===== src/rtl/weight_fetch_pkg.sv =====
// -----------------------------------------------------------------------------
// weight_fetch_pkg
// Shared definitions for the weight fetch sequencer:
//   fsm_state_e    - sequencer states (IDLE, FETCH, DRAIN)
//   BYTES_PER_WORD - bytes carried by one SRAM / stream word
//   keep_mask()    - byte-valid mask for the final word of a kernel
// -----------------------------------------------------------------------------
package weight_fetch_pkg;

   localparam int BYTES_PER_WORD = 4;

   typedef enum logic [1:0] {
      IDLE  = 2'd0,
      FETCH = 2'd1,
      DRAIN = 2'd2
   } fsm_state_e;

   // rem is num_bytes modulo 4; a remainder of zero means the last word is full.
   function automatic logic [3:0] keep_mask(input logic [1:0] rem);
      keep_mask = (rem == 2'd0) ? 4'hF : 4'((5'd1 << rem) - 5'd1);
   endfunction

endpackage


===== src/rtl/weight_fetch_ctrl_if.sv =====
// -----------------------------------------------------------------------------
// weight_fetch_ctrl_if
// Bundles every non-clock/reset signal of weight_fetch_ctrl:
//   command  : start, base_addr, num_bytes -> busy, done
//   host     : host_wen, host_addr, host_d -> host_ready
//   sram     : sram_wen, sram_addr, sram_d -> weight_sram, sram_q <- weight_sram
//   stream   : out_valid, out_data, out_keep, out_last -> datapath, out_ready <-
// slave  : the view taken by weight_fetch_ctrl
// master : the view taken by the surrounding system (host, SRAM, datapath)
// -----------------------------------------------------------------------------
interface weight_fetch_ctrl_if #(
   parameter int ADDR_W = 16,
   parameter int DATA_W = 32,
   parameter int LEN_W  = 17
);
   logic              start;
   logic [ADDR_W-1:0] base_addr;
   logic [LEN_W-1:0]  num_bytes;
   logic              busy;
   logic              done;

   logic              host_wen;
   logic [ADDR_W-1:0] host_addr;
   logic [DATA_W-1:0] host_d;
   logic              host_ready;

   logic              sram_wen;
   logic [ADDR_W-1:0] sram_addr;
   logic [DATA_W-1:0] sram_d;
   logic [DATA_W-1:0] sram_q;

   logic              out_valid;
   logic              out_ready;
   logic [DATA_W-1:0] out_data;
   logic [3:0]        out_keep;
   logic              out_last;

   modport slave (
      input  start, base_addr, num_bytes, host_wen, host_addr, host_d, sram_q, out_ready,
      output busy, done, host_ready, sram_wen, sram_addr, sram_d,
             out_valid, out_data, out_keep, out_last
   );

   modport master (
      output start, base_addr, num_bytes, host_wen, host_addr, host_d, sram_q, out_ready,
      input  busy, done, host_ready, sram_wen, sram_addr, sram_d,
             out_valid, out_data, out_keep, out_last
   );
endinterface


===== src/rtl/weight_skid_fifo.sv =====
// -----------------------------------------------------------------------------
// weight_skid_fifo
// Two-entry synchronous FIFO with an empty-bypass path: when empty, an
// incoming entry is visible on deq_data in the same cycle it arrives, and is
// only stored if it is not consumed in that cycle.
// Ports:
//   clk, rst          clock, asynchronous active-high reset
//   enq_vld, enq_data write side (no ready: the producer honours count)
//   deq_vld, deq_data read side head
//   deq_rdy           consumer accepts head
//   count             number of stored entries (excludes a bypassing entry)
// -----------------------------------------------------------------------------
module weight_skid_fifo #(
   parameter int WIDTH = 37
) (
   input  logic             clk,
   input  logic             rst,
   input  logic             enq_vld,
   input  logic [WIDTH-1:0] enq_data,
   output logic             deq_vld,
   output logic [WIDTH-1:0] deq_data,
   input  logic             deq_rdy,
   output logic [1:0]       count
);
   logic [WIDTH-1:0] mem_q [2];
   logic             wr_idx_q;
   logic             rd_idx_q;
   logic [1:0]       cnt_q;
   logic             empty;
   logic             store;
   logic             pop;

   assign empty    = (cnt_q == 2'd0);
   assign deq_vld  = ~empty | enq_vld;
   // Idle head reads as zero so the stream outputs are quiet when nothing is valid.
   assign deq_data = !empty ? mem_q[rd_idx_q] : (enq_vld ? enq_data : '0);
   assign count    = cnt_q;

   // An entry that bypasses straight out while empty never occupies storage.
   assign store = enq_vld & ~(empty & deq_rdy);
   assign pop   = deq_rdy & ~empty;

   always_ff @(posedge clk or posedge rst) begin
      if (rst) begin
         mem_q[0] <= '0;
         mem_q[1] <= '0;
         wr_idx_q <= 1'b0;
         rd_idx_q <= 1'b0;
         cnt_q    <= 2'd0;
      end else begin
         if (store) begin
            mem_q[wr_idx_q] <= enq_data;
            wr_idx_q        <= ~wr_idx_q;
         end
         if (pop) begin
            rd_idx_q <= ~rd_idx_q;
         end
         case ({store, pop})
            2'b10:   cnt_q <= cnt_q + 2'd1;
            2'b01:   cnt_q <= cnt_q - 2'd1;
            default: cnt_q <= cnt_q;
         endcase
      end
   end
endmodule


===== src/rtl/weight_fetch_ctrl.sv =====
// -----------------------------------------------------------------------------
// weight_fetch_ctrl
// Streams a kernel of num_bytes weights starting at base_addr out of
// weight_sram (one-cycle registered read) as 32-bit little-endian words on a
// valid/ready stream, and shares the SRAM port with host weight writes while
// idle.
// Ports:
//   clk  clock
//   rst  asynchronous active-high reset; abandons any transfer (no done)
//   bus  weight_fetch_ctrl_if.slave: command (start/base_addr/num_bytes,
//        busy/done), host write port, SRAM port, output stream
// -----------------------------------------------------------------------------
module weight_fetch_ctrl
   import weight_fetch_pkg::*;
#(
   parameter int ADDR_W = 16,
   parameter int DATA_W = 32,
   parameter int LEN_W  = 17
) (
   input  logic                clk,
   input  logic                rst,
   weight_fetch_ctrl_if.slave  bus
);
   localparam logic [1:0] ST_IDLE  = IDLE;
   localparam logic [1:0] ST_FETCH = FETCH;
   localparam logic [1:0] ST_DRAIN = DRAIN;
   localparam int WCNT_W  = LEN_W - 1;
   localparam int ENTRY_W = DATA_W + 5;

   logic [1:0]         state_q;
   logic [ADDR_W-1:0]  rd_ptr_q;
   logic [WCNT_W-1:0]  issue_left_q;
   logic [3:0]         last_keep_q;
   logic               done_q;

   logic               rd_vld_p1;
   logic               rd_last_p1;
   logic [3:0]         rd_keep_p1;

   logic [LEN_W:0]     nb_round;
   logic [WCNT_W-1:0]  start_words;
   logic [1:0]         fifo_cnt;
   logic               credit_ok;
   logic               issue;
   logic               final_issue;
   logic [ENTRY_W-1:0] enq_entry;
   logic [ENTRY_W-1:0] head_entry;
   logic               head_vld;
   logic               out_fire;

   assign nb_round    = {1'b0, bus.num_bytes} + (LEN_W+1)'(BYTES_PER_WORD - 1);
   assign start_words = WCNT_W'(nb_round >> 2);

   // The read returning this cycle plus the stored entries may not exceed the
   // two buffer slots, so a full buffer never sees another enqueue.
   assign credit_ok   = (2'(rd_vld_p1) + fifo_cnt) < 2'd2;
   assign issue       = (state_q == ST_FETCH) && (issue_left_q != '0) && credit_ok;
   assign final_issue = issue && (issue_left_q == WCNT_W'(1));

   assign bus.busy       = (state_q != ST_IDLE);
   assign bus.host_ready = (state_q == ST_IDLE);
   assign bus.done       = done_q;

   // SRAM port: host owns it while idle, the read pointer owns it otherwise.
   always_comb begin
      bus.sram_wen  = 1'b0;
      bus.sram_addr = '0;
      bus.sram_d    = '0;
      if (state_q == ST_IDLE) begin
         if (!rst) begin
            bus.sram_wen  = bus.host_wen;
            bus.sram_addr = bus.host_addr;
            bus.sram_d    = bus.host_d;
         end
      end else begin
         bus.sram_addr = rd_ptr_q;
      end
   end

   // ---- stage p0 -> p1: read issued, sidebands travel with the SRAM latency ----
   always_ff @(posedge clk or posedge rst) begin
      if (rst) begin
         state_q      <= ST_IDLE;
         rd_ptr_q     <= '0;
         issue_left_q <= '0;
         last_keep_q  <= 4'h0;
         done_q       <= 1'b0;
         rd_vld_p1    <= 1'b0;
         rd_last_p1   <= 1'b0;
         rd_keep_p1   <= 4'h0;
      end else begin
         done_q    <= 1'b0;
         rd_vld_p1 <= issue;
         if (issue) begin
            rd_last_p1   <= final_issue;
            rd_keep_p1   <= final_issue ? last_keep_q : 4'hF;
            rd_ptr_q     <= rd_ptr_q + ADDR_W'(BYTES_PER_WORD);
            issue_left_q <= issue_left_q - WCNT_W'(1);
         end
         case (state_q)
            ST_IDLE: begin
               if (bus.start) begin
                  if (bus.num_bytes == '0) begin
                     done_q <= 1'b1;
                  end else begin
                     state_q      <= ST_FETCH;
                     rd_ptr_q     <= bus.base_addr;
                     issue_left_q <= start_words;
                     last_keep_q  <= keep_mask(bus.num_bytes[1:0]);
                  end
               end
            end
            ST_FETCH: begin
               if (final_issue) state_q <= ST_DRAIN;
            end
            ST_DRAIN: begin
               if (out_fire && bus.out_last) begin
                  state_q <= ST_IDLE;
                  done_q  <= 1'b1;
               end
            end
            default: state_q <= ST_IDLE;
         endcase
      end
   end

   // ---- stage p1: read data captured into the skid buffer ----
   assign enq_entry = {rd_last_p1, rd_keep_p1, bus.sram_q};

   weight_skid_fifo #(.WIDTH(ENTRY_W)) u_skid (
      .clk      (clk),
      .rst      (rst),
      .enq_vld  (rd_vld_p1),
      .enq_data (enq_entry),
      .deq_vld  (head_vld),
      .deq_data (head_entry),
      .deq_rdy  (bus.out_ready),
      .count    (fifo_cnt)
   );

   assign out_fire      = head_vld & bus.out_ready;
   assign bus.out_valid = head_vld;
   assign bus.out_data  = head_entry[DATA_W-1:0];
   assign bus.out_keep  = head_entry[DATA_W+3:DATA_W];
   assign bus.out_last  = head_entry[ENTRY_W-1];
endmodule


===== src/flat_wrapper.sv =====
// flat-port wrapper written by rule: the top's interface ports become plain ports
module weight_fetch_ctrl_flat import weight_fetch_pkg::*;
#(
   parameter int ADDR_W = 16,
   parameter int DATA_W = 32,
   parameter int LEN_W  = 17
)
  (clk, rst, bus_start, bus_base_addr, bus_num_bytes, bus_host_wen, bus_host_addr, bus_host_d, bus_sram_q, bus_out_ready, bus_busy, bus_done, bus_host_ready, bus_sram_wen, bus_sram_addr, bus_sram_d, bus_out_valid, bus_out_data, bus_out_keep, bus_out_last);
  weight_fetch_ctrl_if #(.ADDR_W(ADDR_W), .DATA_W(DATA_W), .LEN_W(LEN_W)) bus_i ();
  input  logic clk;
  input  logic rst;
  input wire logic [$bits(bus_i.start)-1:0] bus_start;
  input wire logic [$bits(bus_i.base_addr)-1:0] bus_base_addr;
  input wire logic [$bits(bus_i.num_bytes)-1:0] bus_num_bytes;
  input wire logic [$bits(bus_i.host_wen)-1:0] bus_host_wen;
  input wire logic [$bits(bus_i.host_addr)-1:0] bus_host_addr;
  input wire logic [$bits(bus_i.host_d)-1:0] bus_host_d;
  input wire logic [$bits(bus_i.sram_q)-1:0] bus_sram_q;
  input wire logic [$bits(bus_i.out_ready)-1:0] bus_out_ready;
  output wire logic [$bits(bus_i.busy)-1:0] bus_busy;
  output wire logic [$bits(bus_i.done)-1:0] bus_done;
  output wire logic [$bits(bus_i.host_ready)-1:0] bus_host_ready;
  output wire logic [$bits(bus_i.sram_wen)-1:0] bus_sram_wen;
  output wire logic [$bits(bus_i.sram_addr)-1:0] bus_sram_addr;
  output wire logic [$bits(bus_i.sram_d)-1:0] bus_sram_d;
  output wire logic [$bits(bus_i.out_valid)-1:0] bus_out_valid;
  output wire logic [$bits(bus_i.out_data)-1:0] bus_out_data;
  output wire logic [$bits(bus_i.out_keep)-1:0] bus_out_keep;
  output wire logic [$bits(bus_i.out_last)-1:0] bus_out_last;
  assign bus_i.start = bus_start;
  assign bus_i.base_addr = bus_base_addr;
  assign bus_i.num_bytes = bus_num_bytes;
  assign bus_i.host_wen = bus_host_wen;
  assign bus_i.host_addr = bus_host_addr;
  assign bus_i.host_d = bus_host_d;
  assign bus_i.sram_q = bus_sram_q;
  assign bus_i.out_ready = bus_out_ready;
  assign bus_busy = bus_i.busy;
  assign bus_done = bus_i.done;
  assign bus_host_ready = bus_i.host_ready;
  assign bus_sram_wen = bus_i.sram_wen;
  assign bus_sram_addr = bus_i.sram_addr;
  assign bus_sram_d = bus_i.sram_d;
  assign bus_out_valid = bus_i.out_valid;
  assign bus_out_data = bus_i.out_data;
  assign bus_out_keep = bus_i.out_keep;
  assign bus_out_last = bus_i.out_last;
  weight_fetch_ctrl #(.ADDR_W(ADDR_W), .DATA_W(DATA_W), .LEN_W(LEN_W)) u_core (.clk(clk), .rst(rst), .bus(bus_i));
endmodule

===== config.mk =====
export PLATFORM = sky130hd
export DESIGN_NAME = weight_fetch_ctrl_flat
export DESIGN_NICKNAME = d
export VERILOG_FILES = /design/src/rtl/weight_fetch_pkg.sv /design/src/rtl/weight_fetch_ctrl_if.sv /design/src/rtl/weight_skid_fifo.sv /design/src/rtl/weight_fetch_ctrl.sv /design/src/flat_wrapper.sv
export SDC_FILE = /design/constraint.sdc
export NUM_CORES = 1
export LEC_CHECK = 0
export ABC_AREA = 0
export CORE_ASPECT_RATIO = 1.2
export CORE_MARGIN = 5
export CORE_UTILIZATION = 45
export CTS_BUF_LIST = sky130_fd_sc_hd__clkbuf_8 sky130_fd_sc_hd__clkbuf_16
export DETAILED_ROUTE_END_ITERATION = 10
export PLACE_DENSITY = 0.79
export SETUP_SLACK_MARGIN = 0.5
export SYNTH_ARGS = -nofsm -noshare
export SYNTH_HDL_FRONTEND = slang
export SYNTH_HIERARCHICAL = 1
export SYNTH_SLANG_ARGS = --single-unit

===== constraint.sdc =====
create_clock -name clk -period 6.75 [get_ports clk]
set_input_delay 1.0125 -clock clk [delete_from_list [all_inputs] [get_ports clk]]
set_output_delay 1.0125 -clock clk [all_outputs]
set_load 0.005 [all_outputs]

==> results of run 1 <==
==> flip-flops by register name, indices dropped and copies added, names as in the netlist <==
register,cells
u_core/bus.done,1
u_core/issue_left_q,16
u_core/last_keep_q,4
u_core/rd_keep_p1,4
u_core/rd_last_p1,1
u_core/rd_ptr_q,16
u_core/rd_vld_p1,1
u_core/state_q,2
u_core/u_skid/count,2
u_core/u_skid/mem_q,74
u_core/u_skid/rd_idx_q,1
u_core/u_skid/wr_idx_q,1
==> path summary, 6_finish.rpt <==
check / slack, ns / to / start / cells past startpoint
min in group asynchronous: 1.25 / u_core/u_skid/mem_q[21]$_DFFE_PP0P_ / rst / 3
setup / recovery: 2.73 / bus_sram_addr[9] / u_core/state_q[0]$_DFFE_PP0P_ / 5
max in group asynchronous: 4.66 / u_core/issue_left_q[3]$_DFF_PP0_ / rst / 3
hold reg to reg: 0.47 / u_core/last_keep_q[0]$_DFFE_PP0P_ / u_core/last_keep_q[0]$_DFFE_PP0P_ / 1
setup reg to reg: 3.21 / u_core/issue_left_q[12]$_DFF_PP0_ / u_core/state_q[0]$_DFFE_PP0P_ / 6
hold / removal: 0.47 / u_core/last_keep_q[0]$_DFFE_PP0P_ / u_core/last_keep_q[0]$_DFFE_PP0P_ / 1
==> per-layer routing <==
layer  GRT usage [%]  routed length (um)  vias to the layer above
met2            33.6                9500                      142
met3            4.38                 875                       22
met5               0                   0                        -
met4            5.75                 276                        0
met1            25.2                7780                     2831
li1                -                   -                     2825
==> per-stage QoR <==
stage               std cells  hold WS [ns]
finish                   1092         0.471
global route             1092         0.510
CTS                      1092         0.477
detailed placement       1060         0.454
global placement         1060         0.450
floorplan                 683         0.435
==> power breakdown <==
group,internal [W],switching [W]
logic,0.00115,0.000845
clock network,0.000547,0.000308
registers,0.00106,0.000262
total,0.00275,0.00141
==> cell families (layout without fill, tap and decap cells) <==
group	Yosys count	after routing	synth area share (%)
AND/OR/NAND/NOR	238	238	19.2
flip-flops	123	123	42.9
multiplexers	120	120	19.7
AO/OA/AOI/OAI	92	92	7.12
buffers and inverters	59	260	4.41
XOR/XNOR	43	43	5.25
adder cells (fa/ha/maj)	8	8	1.40
==> critical path: stages, from the launching register on <==
cell,delay (ns)
dfrtp_1,0.42
or2_2,0.53
inv_1,0.82
nand3_1,0.14
o21ai_0,0.12
clkdlybuf4s50_1,0.57
==> cell type report <==
type / count / area (um2) / share of cell area (%)
sequential: 123 / 3080 / 31.1
clock buffer: 22 / 494 / 5.00
timing repair buffer: 216 / 2140 / 21.6
inverter: 12 / 46.3 / 0.468
tap: 208 / 260 / 2.63
clock inverter: 10 / 72.6 / 0.734
multi-input combinational: 501 / 3800 / 38.4
==> placed cells by master (no fill, tap or decap), types with 19 or more instances in the layout <==
| cell type | count |
|---|---|
| nand3_1 | 53 |
| dfrtp_1 | 122 |
| nor2_1 | 28 |
| and3_1 | 35 |
| mux2_2 | 46 |
| xor2_1 | 23 |
| nand2_1 | 48 |
| xnor2_1 | 20 |
| clkdlybuf4s50_1 | 207 |
| a21oi_1 | 19 |
| mux2i_1 | 42 |
| o21ai_0 | 56 |
| mux2_4 | 30 |
==> results_dict.tcl, run 1 <==
set metrics [dict create \
    finalWorstSetupSlack_ns 2.73 \
    ys_seq_elements 123 \
    skew_ns 0.00616 \
    finalCritPeriodShare_pct 59.6 \
    cts_buffers 17 \
    grt_usage_pct 19.7 \
    drive_gt1_share_pct 16.0 \
    wirelength_um 18400 \
    fill_cells 1315 \
    status "finished, final reports clean" \
    startpoint_type "register" \
    placed_area_mm2 0.00933 \
    cts_root_buf "clkbuf_16" \
    antenna_found_initial 0 \
    leakagePower_nw 4.15 \
    die_w_um 125 \
    syn_area_mm2 0.00717 \
    clkSlewWorstSetupHoldPaths_ns 0.05 \
    grt_setup_unrepaired "false" \
    cp-end-kind "output pin" \
    grt_pass1_vias 5805 \
    max_slew_margin_pct 33.6 \
    drt_iter0_markers 276 \
    stdcell_area_mm2 0.00989 \
    routedWlPerCell_um 16.9 \
    drv_slew 0 \
    ir_worst_vdd_v 0.000201 \
    synth-edff-count 0 \
    grt_pass1_wl_um 30100 \
    cts_setup_buffers 0 \
    routed_via_density 5.33 \
    critPathKind "register to output pin" \
    ys_seq_area_share_pct 42.9 \
    grt-ovfl-total 0 \
    gp_congestion 0.824 \
    period_minus_slack_ns 4.02 \
    grt_max_degree 79 \
    p_per_area_mw_per_mm2 421 \
    drt-pass1-iter-count 4 \
    clock.fmax_mhz 249 \
    tritoncts "yes" \
    finalHoldViolCount 0 \
    synth_area_leaders "dfrtp_1 (43%), mux2_2 (7.2%), mux2_4 (6.3%), mux2i_1 (5.9%), o21ai_0 (3.9%)" \
    die_y_um 148 \
    synth_top_area_share_pct 42.9 \
    initial_core_util_pct 45.9 \
    worstSkewPairLatency_ns 0.41 \
    synth_common_cells "dfrtp_1 (123), o21ai_0 (56), nand3_1 (54)" \
    ctsResizeCount 0 \
    areaGrowthSynthToFinish_pct 37.9 \
    clkSinkCount 123 \
    io_pins 208 \
    hp-class "register to register" \
    hold_buffers 0 \
    cap_violations 0 \
    synthCells 683 \
    drc 0 \
    portBuffers 207 \
    worst_ep_required_time_ns 5.74 \
    crit_fanout 39 \
    nets 997 \
    synth_flop_cell "dfrtp_1" \
    h-tree-depth 4 \
    cp_data_arrival_time_ns 3.01 \
    synthArstFlopShare_pct 100 \
    synth.distinct_cells 56 \
    fin_tns_setup_ns 0 \
    diodes 0 \
    synth_top_area_cell "dfrtp_1" \
    synth_nets 809 \
    ant_nets 0 \
    vias 5820 \
    yosysMostFrequentCell "dfrtp_1" \
    clk_path_buf_depth 2 \
    coreArea_mm2 0.0156 \
    finalCoreUtilization_pct 63.3 \
    ys_warn_count 6 \
    finalPower_w 0.00416 \
    dieArea_mm2 0.0186 \
    dp_hpwl_um 13000 \
    worst_pin_slew_ns 0.995 \
    finalSetupViolations 0 \
    syn_avg_cell_area_um2 10.5 \
    row_count 50 \
    place_ws_ns 2.86 \
]
(Power assumes the default switching activity.)
==> inputs of run 2 (changes only) <==
==> constraint.sdc (replaced) <==
create_clock -name clk -period 3.9 [get_ports clk]
set_input_delay 0.585 -clock clk [delete_from_list [all_inputs] [get_ports clk]]
set_output_delay 0.585 -clock clk [all_outputs]
set_load 0.005 [all_outputs]
==> run 2 against run 1 <==
Effect of this change:
- flip-flop and latch count unchanged
- routed wire length increased by 1.7%
- clock power increased by 110%
- critical endpoint is now bus_out_data[21]
- clock skew increased by 0.00058 ns
- combinational power increased by 75%
- critical path depth unchanged
- largest cell class unchanged
- final area increased by 2.0%
- sequential share of layout area decreased by 0.62 points
- total power increased by 83%
- non-clock buffer count increased by 8
- global-route usage increased by 0.18 points
==> results_dict.tcl, run 2 (synthesized netlist as in run 1, its figures left out) <==
set metrics [dict create \
    grt-ovfl-total 0 \
    grt_usage_pct 19.9 \
    r2r_cells 8 \
    portBuffers 207 \
    grt_max_degree 51 \
    drive_gt1_share_pct 16.8 \
    tritoncts "yes" \
    status "finished, final reports clean" \
    drv_slew 0 \
    wl_met1_um 8170 \
    dieArea_mm2 0.0186 \
    finalCritPeriodShare_pct 82.8 \
    cts_buffers 17 \
    fin_tns_setup_ns 0 \
    finalPower_w 0.00761 \
    routedWlPerCell_um 17.0 \
    areaGrowthSynthToFinish_pct 40.8 \
    initial_core_util_pct 45.9 \
    wirelength_um 18700 \
    clock.fmax_mhz 310 \
    clk_path_buf_depth 2 \
    worst_ep_required_time_ns 3.31 \
    drc 0 \
    ir_worst_vdd_v 0.000340 \
    top_layer_used "met4" \
    clkSlewWorstSetupHoldPaths_ns 0.05 \
    drt-pass1-iter-count 7 \
    nets 1005 \
    h-tree-depth 4 \
    period_minus_slack_ns 3.23 \
    final_cell_mix "clkdlybuf4s50_1 (207), dfrtp_1 (122), o21ai_0 (56), nand3_1 (53), nand2_1 (48)" \
    finalWorstSetupSlack_ns 0.670 \
    io_pins 208 \
    finalSetupViolations 0 \
    p_per_area_mw_per_mm2 753 \
    cp-end-kind "output pin" \
    worst_pin_slew_ns 0.799 \
    grt_pass1_vias 5895 \
    cap_violations 0 \
    top_register "u_core/u_skid/mem_q" \
    layout_commonest_cell "clkdlybuf4s50_1" \
    drt_iter0_markers 332 \
    hp-class "register to register" \
    antenna_found_initial 0 \
    startpoint_type "register" \
    diodes 0 \
    ant_nets 0 \
    vias 5862 \
    wl_met3_um 832 \
    routed_via_density 5.33 \
    cp_data_arrival_time_ns 2.65 \
    grt_setup_unrepaired "false" \
    leakagePower_nw 4.23 \
    crit_fanout 30 \
    grt_pass1_wl_um 30200 \
    largest_reg_flops 74 \
    cts_root_buf "clkbuf_16" \
    cts_setup_buffers 0 \
    die_w_um 125 \
    dr_wl_met2_um 9490 \
    gp_congestion 0.815 \
    place_ws_ns 0.844 \
    max_slew_margin_pct 46.3 \
    holdPathStages 1 \
    dp_hpwl_um 13400 \
    biggestRegsByFlops "u_core/u_skid/mem_q: 74 flops, u_core/issue_left_q: 16 flops, u_core/rd_ptr_q: 16 flops" \
    finalCoreUtilization_pct 64.6 \
    clkSinkCount 123 \
    finalHoldViolCount 0 \
    worstSkewPairLatency_ns 0.41 \
    skew_ns 0.00674 \
    row_count 50 \
    coreArea_mm2 0.0156 \
    critPathKind "register to output pin" \
    die_y_um 148 \
]
run 2: cell count changes in the layout (fill, tap and decap cells not counted), moves of 2 or more:
cell       delta
buf_4         +7
clkinv_2      -6
clkinv_4      +2
bufinv_16     +5
run 2: final cells by class:
class	instances	area, um2
fill	1260	5540
multi-input combinational	501	3800
sequential	123	3080
timing repair buffer	224	2210
clock buffer	21	480
tap	208	260
clock inverter	11	214
inverter	12	46.3
run 2: layer usage:
layer | vias to the layer above | track usage [%]
met5 | - | 0
met4 | 0 | 5.64
met3 | 20 | 4.31
met2 | 148 | 34.4
met1 | 2857 | 25.1
li1 | 2837 | -
run 2: through the flow:
step | hold slack [ns] | cells | cell area (um2)
2_1_floorplan | 0.435 | 683 | 7170
3_3_place_gp | 0.465 | 1068 | 9400
3_5_place_dp | 0.475 | 1068 | 9400
4_1_cts | 0.491 | 1100 | 10100
5_1_grt | 0.508 | 1100 | 10100
6_report | 0.487 | 1100 | 10100
run 2: final timing paths:
path,startpoint,end,slack [ns]
min reg2reg,u_core/last_keep_q[0]$_DFFE_PP0P_,u_core/last_keep_q[0]$_DFFE_PP0P_,0.49
max in group asynchronous,rst,u_core/rd_ptr_q[9]$_DFF_PP0_,2.21
min,u_core/last_keep_q[0]$_DFFE_PP0P_,u_core/last_keep_q[0]$_DFFE_PP0P_,0.49
min in group asynchronous,rst,u_core/u_skid/mem_q[21]$_DFFE_PP0P_,0.64
max,u_core/u_skid/count[0]$_DFFE_PP0P_,bus_out_data[21],0.67
max reg2reg,u_core/issue_left_q[0]$_DFF_PP0_,u_core/rd_ptr_q[2]$_DFF_PP0_,1.25
run 2: critical path: stages (launching register included):
cell and delay, ns:
dfrtp_1 0.49, nor2_4 0.54, buf_4 0.39, nand3_1 0.12, o21ai_0 0.13, clkdlybuf4s50_1 0.55
run 2: report_power, final:
group | leakage [nW] | internal (W) | total (W) | switching (W)
logic | 2.49 | 0.00203 | 0.00348 | 0.00146
registers | 1.41 | 0.00183 | 0.00230 | 0.000478
clock network | 0.341 | 0.00126 | 0.00182 | 0.000553
run 2: what timing repair did:
| action | CTS | global route |
|---|---|---|
| resized for setup | 0 | 1 |
| setup endpoints to repair | 0 | 1 |
| hold buffers | 0 | 0 |
==> inputs of run 3 (changes only) <==
==> constraint.sdc (replaced) <==
create_clock -name clk -period 3.2 [get_ports clk]
set_input_delay 0.48 -clock clk [delete_from_list [all_inputs] [get_ports clk]]
set_output_delay 0.48 -clock clk [all_outputs]
set_load 0.005 [all_outputs]
==> run 3 against run 2 <==
Effect of this change:
- flip-flop and latch count unchanged
- setup slack worse by 0.063 ns
- die area unchanged
- sequential share of layout area down 0.14 points
- count of clock-buffer cells in the layout down 1
- routed wire length up 3.2%
- critical path depth unchanged
- final area up 0.67%
- non-clock buffer count up 9
- largest cell class unchanged
==> results_dict.tcl, run 3 (synthesized netlist as in run 1, its figures left out) <==
set metrics [dict create \
    status "finished, final reports clean" \
    areaGrowthSynthToFinish_pct 41.7 \
    io_pins 208 \
    clkSinkCount 123 \
    slowest_stage "clkdlybuf4s50_1" \
    worstSetupPathDepth 5 \
    finalSetupViolations 0 \
    die_y_um 148 \
    largest_reg_flops 74 \
    row_count 50 \
    fin_tns_setup_ns 0 \
    diodes 0 \
    clk_path_buf_depth 2 \
    drt_iter0_markers 354 \
    die_w_um 125 \
    cap_violations 0 \
    grt_pass1_vias 6006 \
    grt_setup_unrepaired "true" \
    skew_ns 0.00754 \
    worst_pin_slew_ns 0.783 \
    worst_ep_required_time_ns 2.72 \
    antenna_found_initial 0 \
    cts_root_buf "clkbuf_16" \
    leakagePower_nw 4.28 \
    wirelength_um 19300 \
    gp_congestion 0.838 \
    final_cell_mix "clkdlybuf4s50_1 (207), dfrtp_1 (119), o21ai_0 (56), nand3_1 (53), nand2_1 (48)" \
    routedWlPerCell_um 17.4 \
    grt_pass1_wl_um 30900 \
    p_per_area_mw_per_mm2 899 \
    grt_usage_pct 20.4 \
    portBuffers 207 \
    finalCritPeriodShare_pct 81.1 \
    worstSkewPairLatency_ns 0.42 \
    ir_worst_vdd_v 0.000528 \
    critPathKind "register to output pin" \
    dp_hpwl_um 13700 \
    crit_buf_inv 2 \
    biggestRegsByFlops "u_core/u_skid/mem_q: 74 flops, u_core/issue_left_q: 16 flops, u_core/rd_ptr_q: 16 flops" \
    hp-class "register to register" \
    max_slew_margin_pct 47.8 \
    tritoncts "yes" \
    grt_max_degree 52 \
    nets 1015 \
    clkSlewWorstSetupHoldPaths_ns 0.05 \
    crit_fanout 24 \
    vias 5965 \
    cp-end-kind "output pin" \
    startpoint_type "register" \
    fill_cells 1255 \
    cp_cell_sequence "nor2_4, buf_6, nand3_1, o21ai_0, clkdlybuf4s50_1" \
    routed_via_density 5.37 \
    finalPower_w 0.00914 \
    finalHoldViolCount 0 \
    initial_core_util_pct 45.9 \
    clock.fmax_mhz 386 \
    drv_slew 0 \
    top_register "u_core/u_skid/mem_q" \
    dieArea_mm2 0.0186 \
    coreArea_mm2 0.0156 \
    max_stage_delay_ns 0.54 \
    layout_commonest_cell "clkdlybuf4s50_1" \
    cp_top_family "buffers and inverters" \
    period_minus_slack_ns 2.59 \
    h-tree-depth 4 \
    holdPathStages 1 \
    drc 0 \
    cp_data_arrival_time_ns 2.11 \
    ant_nets 0 \
    drt-pass1-iter-count 5 \
    grt-ovfl-total 0 \
    cts_buffers 17 \
    r2r_cells 8 \
    drive_gt1_share_pct 17.8 \
]
[run 3: cell types whose count changed in the layout (fill, tap and decap cells not counted), moves of 2 or more]
cell and delta:
buf_6 +2, clkinv_4 -2, inv_1 +2, dfrtp_1 -3
buf_4 +2, clkinv_2 +4, buf_12 +4, bufinv_16 -3
dfrtp_2 +2
[run 3: layout make-up]
class / count / area (um2) / share of cell area [%]
inverter: 12 / 48.8 / 0.480
tap: 208 / 260 / 2.56
clock buffer: 20 / 467 / 4.59
clock inverter: 12 / 130 / 1.28
sequential: 123 / 3090 / 30.4
multi-input combinational: 502 / 3810 / 37.5
timing repair buffer: 233 / 2360 / 23.2
[run 3: through the flow]
step	cells	hold slack, ns	util [%]	worst slack [ns]	instance area (um2)
after CTS	1109	0.469	64.8	0.495	10100
after global routing	1110	0.504	65.0	0.496	10200
after global placement	1072	0.453	60.4	0.562	9450
after detailed placement	1072	0.454	60.4	0.464	9450
after floorplan	683	0.435	-	0.725	7170
final	1110	0.470	65.0	0.606	10200
[run 3: path summary, 6_finish.rpt]
kind / start / end / slack, ns
min in group asynchronous: rst / u_core/u_skid/mem_q[59]$_DFFE_PP0P_ / 0.55
hold reg to reg: u_core/last_keep_q[0]$_DFFE_PP0P_ / u_core/last_keep_q[0]$_DFFE_PP0P_ / 0.47
setup reg to reg: u_core/issue_left_q[0]$_DFF_PP0_ / u_core/rd_ptr_q[2]$_DFF_PP0_ / 0.65
hold / removal: u_core/last_keep_q[0]$_DFFE_PP0P_ / u_core/last_keep_q[0]$_DFFE_PP0P_ / 0.47
max in group asynchronous: rst / u_core/rd_vld_p1$_DFF_PP0_ / 1.86
setup / recovery: u_core/u_skid/count[1]$_DFFE_PP0P_ / bus_out_data[30] / 0.61
[run 3: metal layers]
metal,vias up,GRT usage [%],wire [um]
li1,2863,-,-
met2,167,35.0,9910
met5,-,0,0
met4,0,5.10,238
met3,22,5.60,1020
met1,2913,25.6,8170
[run 3: what timing repair did]
item / 4_1_cts / 5_1_grt
hold buffers: 0 / 0
cloned: 2 / 0
setup buffers: 3 / 1
gates resized for setup: 8 / 4
pin swaps: 1 / 1
setup endpoints to repair: 64 / 48
[run 3: report_power, final]
part	internal, W	switching (W)	leakage (nW)
registers	0.00223	0.000575	1.40
clock network	0.00127	0.000659	0.314
logic	0.00255	0.00185	2.56
==> edit 1, RTL diff (flow settings as in run 2) <==
`ADDR_W` is set to 16 in 3 places; all go to 15.
--- a/src/rtl/weight_fetch_ctrl_if.sv
+++ b/src/rtl/weight_fetch_ctrl_if.sv
@@ -10,5 +10,5 @@
 // -----------------------------------------------------------------------------
 interface weight_fetch_ctrl_if #(
-   parameter int ADDR_W = 16,
+   parameter int ADDR_W = 15,
    parameter int DATA_W = 32,
    parameter int LEN_W  = 17
--- a/src/rtl/weight_fetch_ctrl.sv
+++ b/src/rtl/weight_fetch_ctrl.sv
@@ -14,5 +14,5 @@
    import weight_fetch_pkg::*;
 #(
-   parameter int ADDR_W = 16,
+   parameter int ADDR_W = 15,
    parameter int DATA_W = 32,
    parameter int LEN_W  = 17
--- a/src/flat_wrapper.sv
+++ b/src/flat_wrapper.sv
@@ -2,5 +2,5 @@
 module weight_fetch_ctrl_flat import weight_fetch_pkg::*;
 #(
-   parameter int ADDR_W = 16,
+   parameter int ADDR_W = 15,
    parameter int DATA_W = 32,
    parameter int LEN_W  = 17
Interface: changed (resized bus_base_addr, bus_host_addr and bus_sram_addr); port bits go from 208 to 205. The function was not compared with the original's and may differ.
==> edit 1 against run 2 <==
Die area is 0.50% lower; via count rose by 2.1%; clock power decreased by 9.9%; setup slack improved by 0.024 ns; total power shrank 1.0%; largest cell class unchanged; sequential cell count decreased by 1; critical path type unchanged; synthesized area down 0.54%; design area is 1.4% lower; routed wire length up 0.35%; register-to-register slack better by 0.07 ns.
==> edit 1: results (changes against run 2) <==
Clock Pin Slew Worst Setup and Hold Paths 0.06 ns; Synth top cells by count dfrtp_1, o21ai_0, nand3_1, nand2_1, mux2i_1 (was dfrtp_1, o21ai_0, nand3_1, nand2_1, mux2_2); DRC Markers 0 (unchanged); first-pass GRT wire length 31.00 mm (was 30.20 mm); worst vdd ir 0.4123 mV (was 0.3404 mV); HP Class flip-flop to flip-flop (unchanged); largest registers u_core/u_skid/mem_q x74, u_core/issue_left_q x16, u_core/rd_ptr_q x15 (was u_core/u_skid/mem_q x74, u_core/issue_left_q x16, u_core/rd_ptr_q x16); Net count, final 1011 (was 1005); crit-path max FO 38 (was 30); Cell variety after synth 56 (unchanged); vias in the first global route 6193 (was 5895); post-synthesis sequential area ratio 42.80% (was 42.92%); family with the most delay on the worst path buffers and inverters (unchanged); H-tree levels 4 (unchanged); clock latency on the worst-skew pair 0.40 ns; slowest stage delay, CP 0.56 ns; DR iter-0 viols 304 (was 332); Worst slew margin 40.53% (was 46.33%); Mapped Avg Cell Area 10.26 um2 (was 10.50 um2); TritonCTS buffer count 17 (unchanged); setup violators final 0 (unchanged); CTS Root Cell clkbuf_16 (unchanged); leakage power 4.187 nW (was 4.235 nW); synth warn 6 (unchanged); Non-Filler Instances 1108 (was 1100); Vias 5986 (was 5862); syn_nets 819 (was 809); Synth area leaders dfrtp_1, mux2_2, mux2_4 (unchanged); fraction of registers with async set/reset 100.0% (unchanged); port buffer count 204 (was 207); Placed Area 9331 um2 (was 9399 um2); crit path max-delay cell type clkdlybuf4s50_1 (unchanged); Pre-Repair DR Iteration Count 4 (was 7); n_diodes 0 (unchanged); crit path DAT 2.62 ns (was 2.65 ns); Layout Skew 0.01125 ns (was 0.006739 ns); Routed WL 18.80 mm (was 18.73 mm); initial antenna violation count 0 (unchanged); CTS max path bufs 2 (unchanged); Setup Buffers After CTS 0 (unchanged); layout cell share with drive strength beyond 1 15.00% (was 16.82%); Detailed Place HPWL 13.76 mm (was 13.39 mm); RD Place Congestion 0.8099 (was 0.8148); cts repair resizes 0 (unchanged); largest net degree at the start of global routing 53 (was 51); outcome finished clean (unchanged); all-layer global routing usage 20.22% (was 19.88%)
-- edit 1: cell count changes in the layout (fill, tap and decap cells not counted), moves of 5 or more --
cell | run 2 | this run
a21oi_1 | 19 | 11
nand2_1 | 48 | 61
nand3_1 | 53 | 61
nand4_1 | 17 | 12
o211ai_1 | 2 | 7
o21ai_0 | 56 | 66
o31ai_1 | 0 | 5
or4_1 | 0 | 6
xnor2_1 | 20 | 12
-- edit 1: cells by family after synthesis --
group / Yosys count / synth area share (%)
XOR/XNOR: 33 / 4.052
AND/OR/NAND/NOR: 243 / 18.40
adder cells (fa/ha/maj): 8 / 1.403
AO/OA/AOI/OAI: 113 / 9.648
multiplexers: 118 / 19.44
buffers and inverters: 58 / 4.262
flip-flops: 122 / 42.80
-- edit 1: cell type report --
cell class / instances / area, um2
clock buffers: 17 / 425.4
flip-flops and latches: 122 / 3054
fillers: 1229 / 5622
clock inverters: 15 / 198.9
well taps: 208 / 260.3
inverters: 13 / 50.05
repair buffers: 218 / 2172
multi-input cells: 515 / 3795
-- edit 1: path summary, 6_finish.rpt --
path                                  startpoint                     end  slack [ns]  depth (start not counted)
setup / recovery               u_core/state_q[1]        bus_sram_addr[8]        0.69                          6
hold / removal             u_core/last_keep_q[0]   u_core/last_keep_q[0]        0.47                          1
setup reg to reg                u_core/rd_vld_p1  u_core/issue_left_q[9]        1.32                          5
hold reg to reg            u_core/last_keep_q[0]   u_core/last_keep_q[0]        0.47                          1
max in group asynchronous                    rst  u_core/u_skid/mem_q[7]        2.46                          3
min in group asynchronous                    rst      u_core/rd_ptr_q[1]        0.65                          2
-- edit 1: report_power, final --
part / internal, mW / leakage (nW) / switching [mW] / total (mW)
Clock: 1.07 / 0.303 / 0.565 / 1.64
Sequential: 1.86 / 1.43 / 0.557 / 2.42
Combinational: 2.02 / 2.46 / 1.45 / 3.47
-- edit 1: per-stage QoR --
step / hold WS, ns / total power, mW / util, % / setup slack [ns]
after global placement: 0.4604 / 5.838 / 59.90 / 0.7718
after detailed placement: 0.4561 / 5.920 / 59.90 / 0.7685
after CTS: 0.4736 / 7.601 / 63.91 / 0.6563
final: 0.4736 / 7.530 / 63.91 / 0.6931
after global routing: 0.4959 / 8.054 / 63.91 / 0.5619
after floorplan: 0.4288 / 4.465 / - / 0.5619
-- edit 1: per-layer routing --
layer | part of all wire [%] | wire length (um) | vias to the layer above | global-route usage [%]
li1 | - | - | 2907 | -
met1 | 43 | 8111 | 2906 | 25.77
met2 | 51 | 9614 | 148 | 34.98
met3 | 3.8 | 709 | 25 | 4.156
met4 | 1.9 | 363 | 0 | 5.748
met5 | 0 | 0 | - | 0
==> edit 2, RTL diff (settings of run 2) <==
Without the edit above. Reset style: synchronous (`rst`), changed in 2 clocked blocks. Comments in the files are not updated.
--- a/src/rtl/weight_skid_fifo.sv
+++ b/src/rtl/weight_skid_fifo.sv
@@ -41,5 +41,5 @@
    assign pop   = deq_rdy & ~empty;
 
-   always_ff @(posedge clk or posedge rst) begin
+   always_ff @(posedge clk) begin
       if (rst) begin
          mem_q[0] <= '0;
--- a/src/rtl/weight_fetch_ctrl.sv
+++ b/src/rtl/weight_fetch_ctrl.sv
@@ -79,5 +79,5 @@
 
    // ---- stage p0 -> p1: read issued, sidebands travel with the SRAM latency ----
-   always_ff @(posedge clk or posedge rst) begin
+   always_ff @(posedge clk) begin
       if (rst) begin
          state_q      <= ST_IDLE;
Function: differs if rst is asserted again (counterexample within 4 cycles, from zero or initial values and one cycle with rst high); with rst held inactive, the same outputs for 4 cycles.
==> edit 2 against run 2 <==
Setup slack improved by 0.0080 ns; design area decreased by 2.9%; hold slack got worse by 0.029 ns; synthesized area shrank 1.9%; clock skew rose by 0.0018 ns; sequential cell count grew 1; routed wire length hardly changed; synthesized cell count is 6.1% higher; critical endpoint is now bus_out_data[9].
Power is not compared: it rests on default switching activity, and its combinational part moved more than twofold at a synthesized area within 25%.
==> edit 2: results (changes against run 2) <==
XOR/XNOR share of the synthesized area 3.983% (was 5.251%); Critical Path End bus_out_data[9] (was bus_out_data[21]); Hold Path Sink u_core/rd_ptr_q[0] (was u_core/last_keep_q[0]); Setup Buffers After CTS 0 (unchanged); CTS Root Cell clkbuf_16 (unchanged); DR iter-0 viols 389 (was 332); crit path max-delay cell type clkdlybuf4s50_1 (unchanged); Layout Skew 0.008569 ns (was 0.006739 ns); all-layer global routing usage 20.39% (was 19.88%); Detailed Place HPWL 13.61 mm (was 13.39 mm); Flop+latch power 1.56 mW; TritonCTS buffer count 17 (unchanged); hold depth 2 (was 1); port buffer count 207 (unchanged); FF-to-FF Start u_core/state_q[1] (was u_core/issue_left_q[0]); fraction of registers with async set/reset 0% (was 100.0%); first-pass GRT wire length 29.61 mm (was 30.20 mm); mux cell area share after synthesis 5.405% (was 19.68%); Synth Area in Adders 1.422% (was 1.396%); vias in the first global route 6195 (was 5895); Synth area leaders edfxtp_1, dfxtp_1, and2_1 (was dfrtp_1, mux2_2, mux2_4); fillers 1347 (was 1260); Hold Path Origin u_core/rd_ptr_q[0] (was u_core/last_keep_q[0]); Clk. pwr 1.58 mW; Hold Fails Final Rpt 0 (unchanged); post-synthesis sequential area ratio 45.80% (was 42.92%); Vias 6058 (was 5862); largest registers u_core/u_skid/mem_q x74, u_core/issue_left_q x16, u_core/rd_ptr_q x16 (unchanged); start point of the critical path u_core/u_skid/count[0] (unchanged); Cell variety after synth 57 (was 56); Routed WL 18.74 mm (was 18.73 mm); CTS max path bufs 2 (unchanged); outcome finished clean (unchanged); Pre-Repair DR Iteration Count 5 (was 7); RD Place Congestion 0.8403 (was 0.8148); Synth Flop Type edfxtp_1 (was dfrtp_1); Worst slew margin 39.52% (was 46.33%); HP Class flip-flop to flip-flop (unchanged); syn_nets 851 (was 809); post-synthesis compound-gate area fraction 9.904% (was 7.118%); worst vdd ir 0.2297 mV; Net count, final 1036 (was 1005); Synth top cells by count and2_1, edfxtp_1, nand3_1, dfxtp_1, o21ai_0 (was dfrtp_1, o21ai_0, nand3_1, nand2_1, mux2_2); layout cell share with drive strength beyond 1 9.209% (was 16.82%); cts repair resizes 0 (unchanged); R2R depth 6 (was 8); crit path DAT 2.64 ns (was 2.65 ns); crit-path max FO 46 (was 30); reg2reg end u_core/issue_left_q[9] (was u_core/rd_ptr_q[2]); largest net degree at the start of global routing 51 (unchanged); number of enable flip-flop cells after synthesis 74 (was 0); R2R setup slack 1.06 ns (was 1.25 ns)
-- edit 2: cell type report --
class | instances | area, um2 | area share [%]
multi-input cells | 531 | 3508 | 35.77
clock inverters | 15 | 172.7 | 1.760
inverters | 18 | 67.56 | 0.6889
flip-flops and latches | 124 | 3224 | 32.87
clock buffers | 17 | 425.4 | 4.337
repair buffers | 218 | 2150 | 21.92
well taps | 208 | 260.3 | 2.653
-- edit 2: stage by stage --
step,hold slack [ns],setup WS (ns),util [%],area (um2),instances
2_1_floorplan,0.4366,0.7998,-,7037,725
3_3_place_gp,0.4456,0.8687,59.36,9210,1099
3_5_place_dp,0.4530,0.8227,59.36,9210,1099
4_1_cts,0.4605,0.5884,63.22,9808,1131
5_1_grt,0.4823,0.5267,63.22,9808,1131
6_report,0.4576,0.6775,63.22,9808,1131
-- edit 2: layer usage --
layer  GRT usage (%)  share of wire (%)  vias up
li1                -                  -     2975
met1           21.77                 38     2838
met2           37.26                 51      221
met3           6.546                8.9       24
met4           6.795                1.9        0
met5               0                  0        -
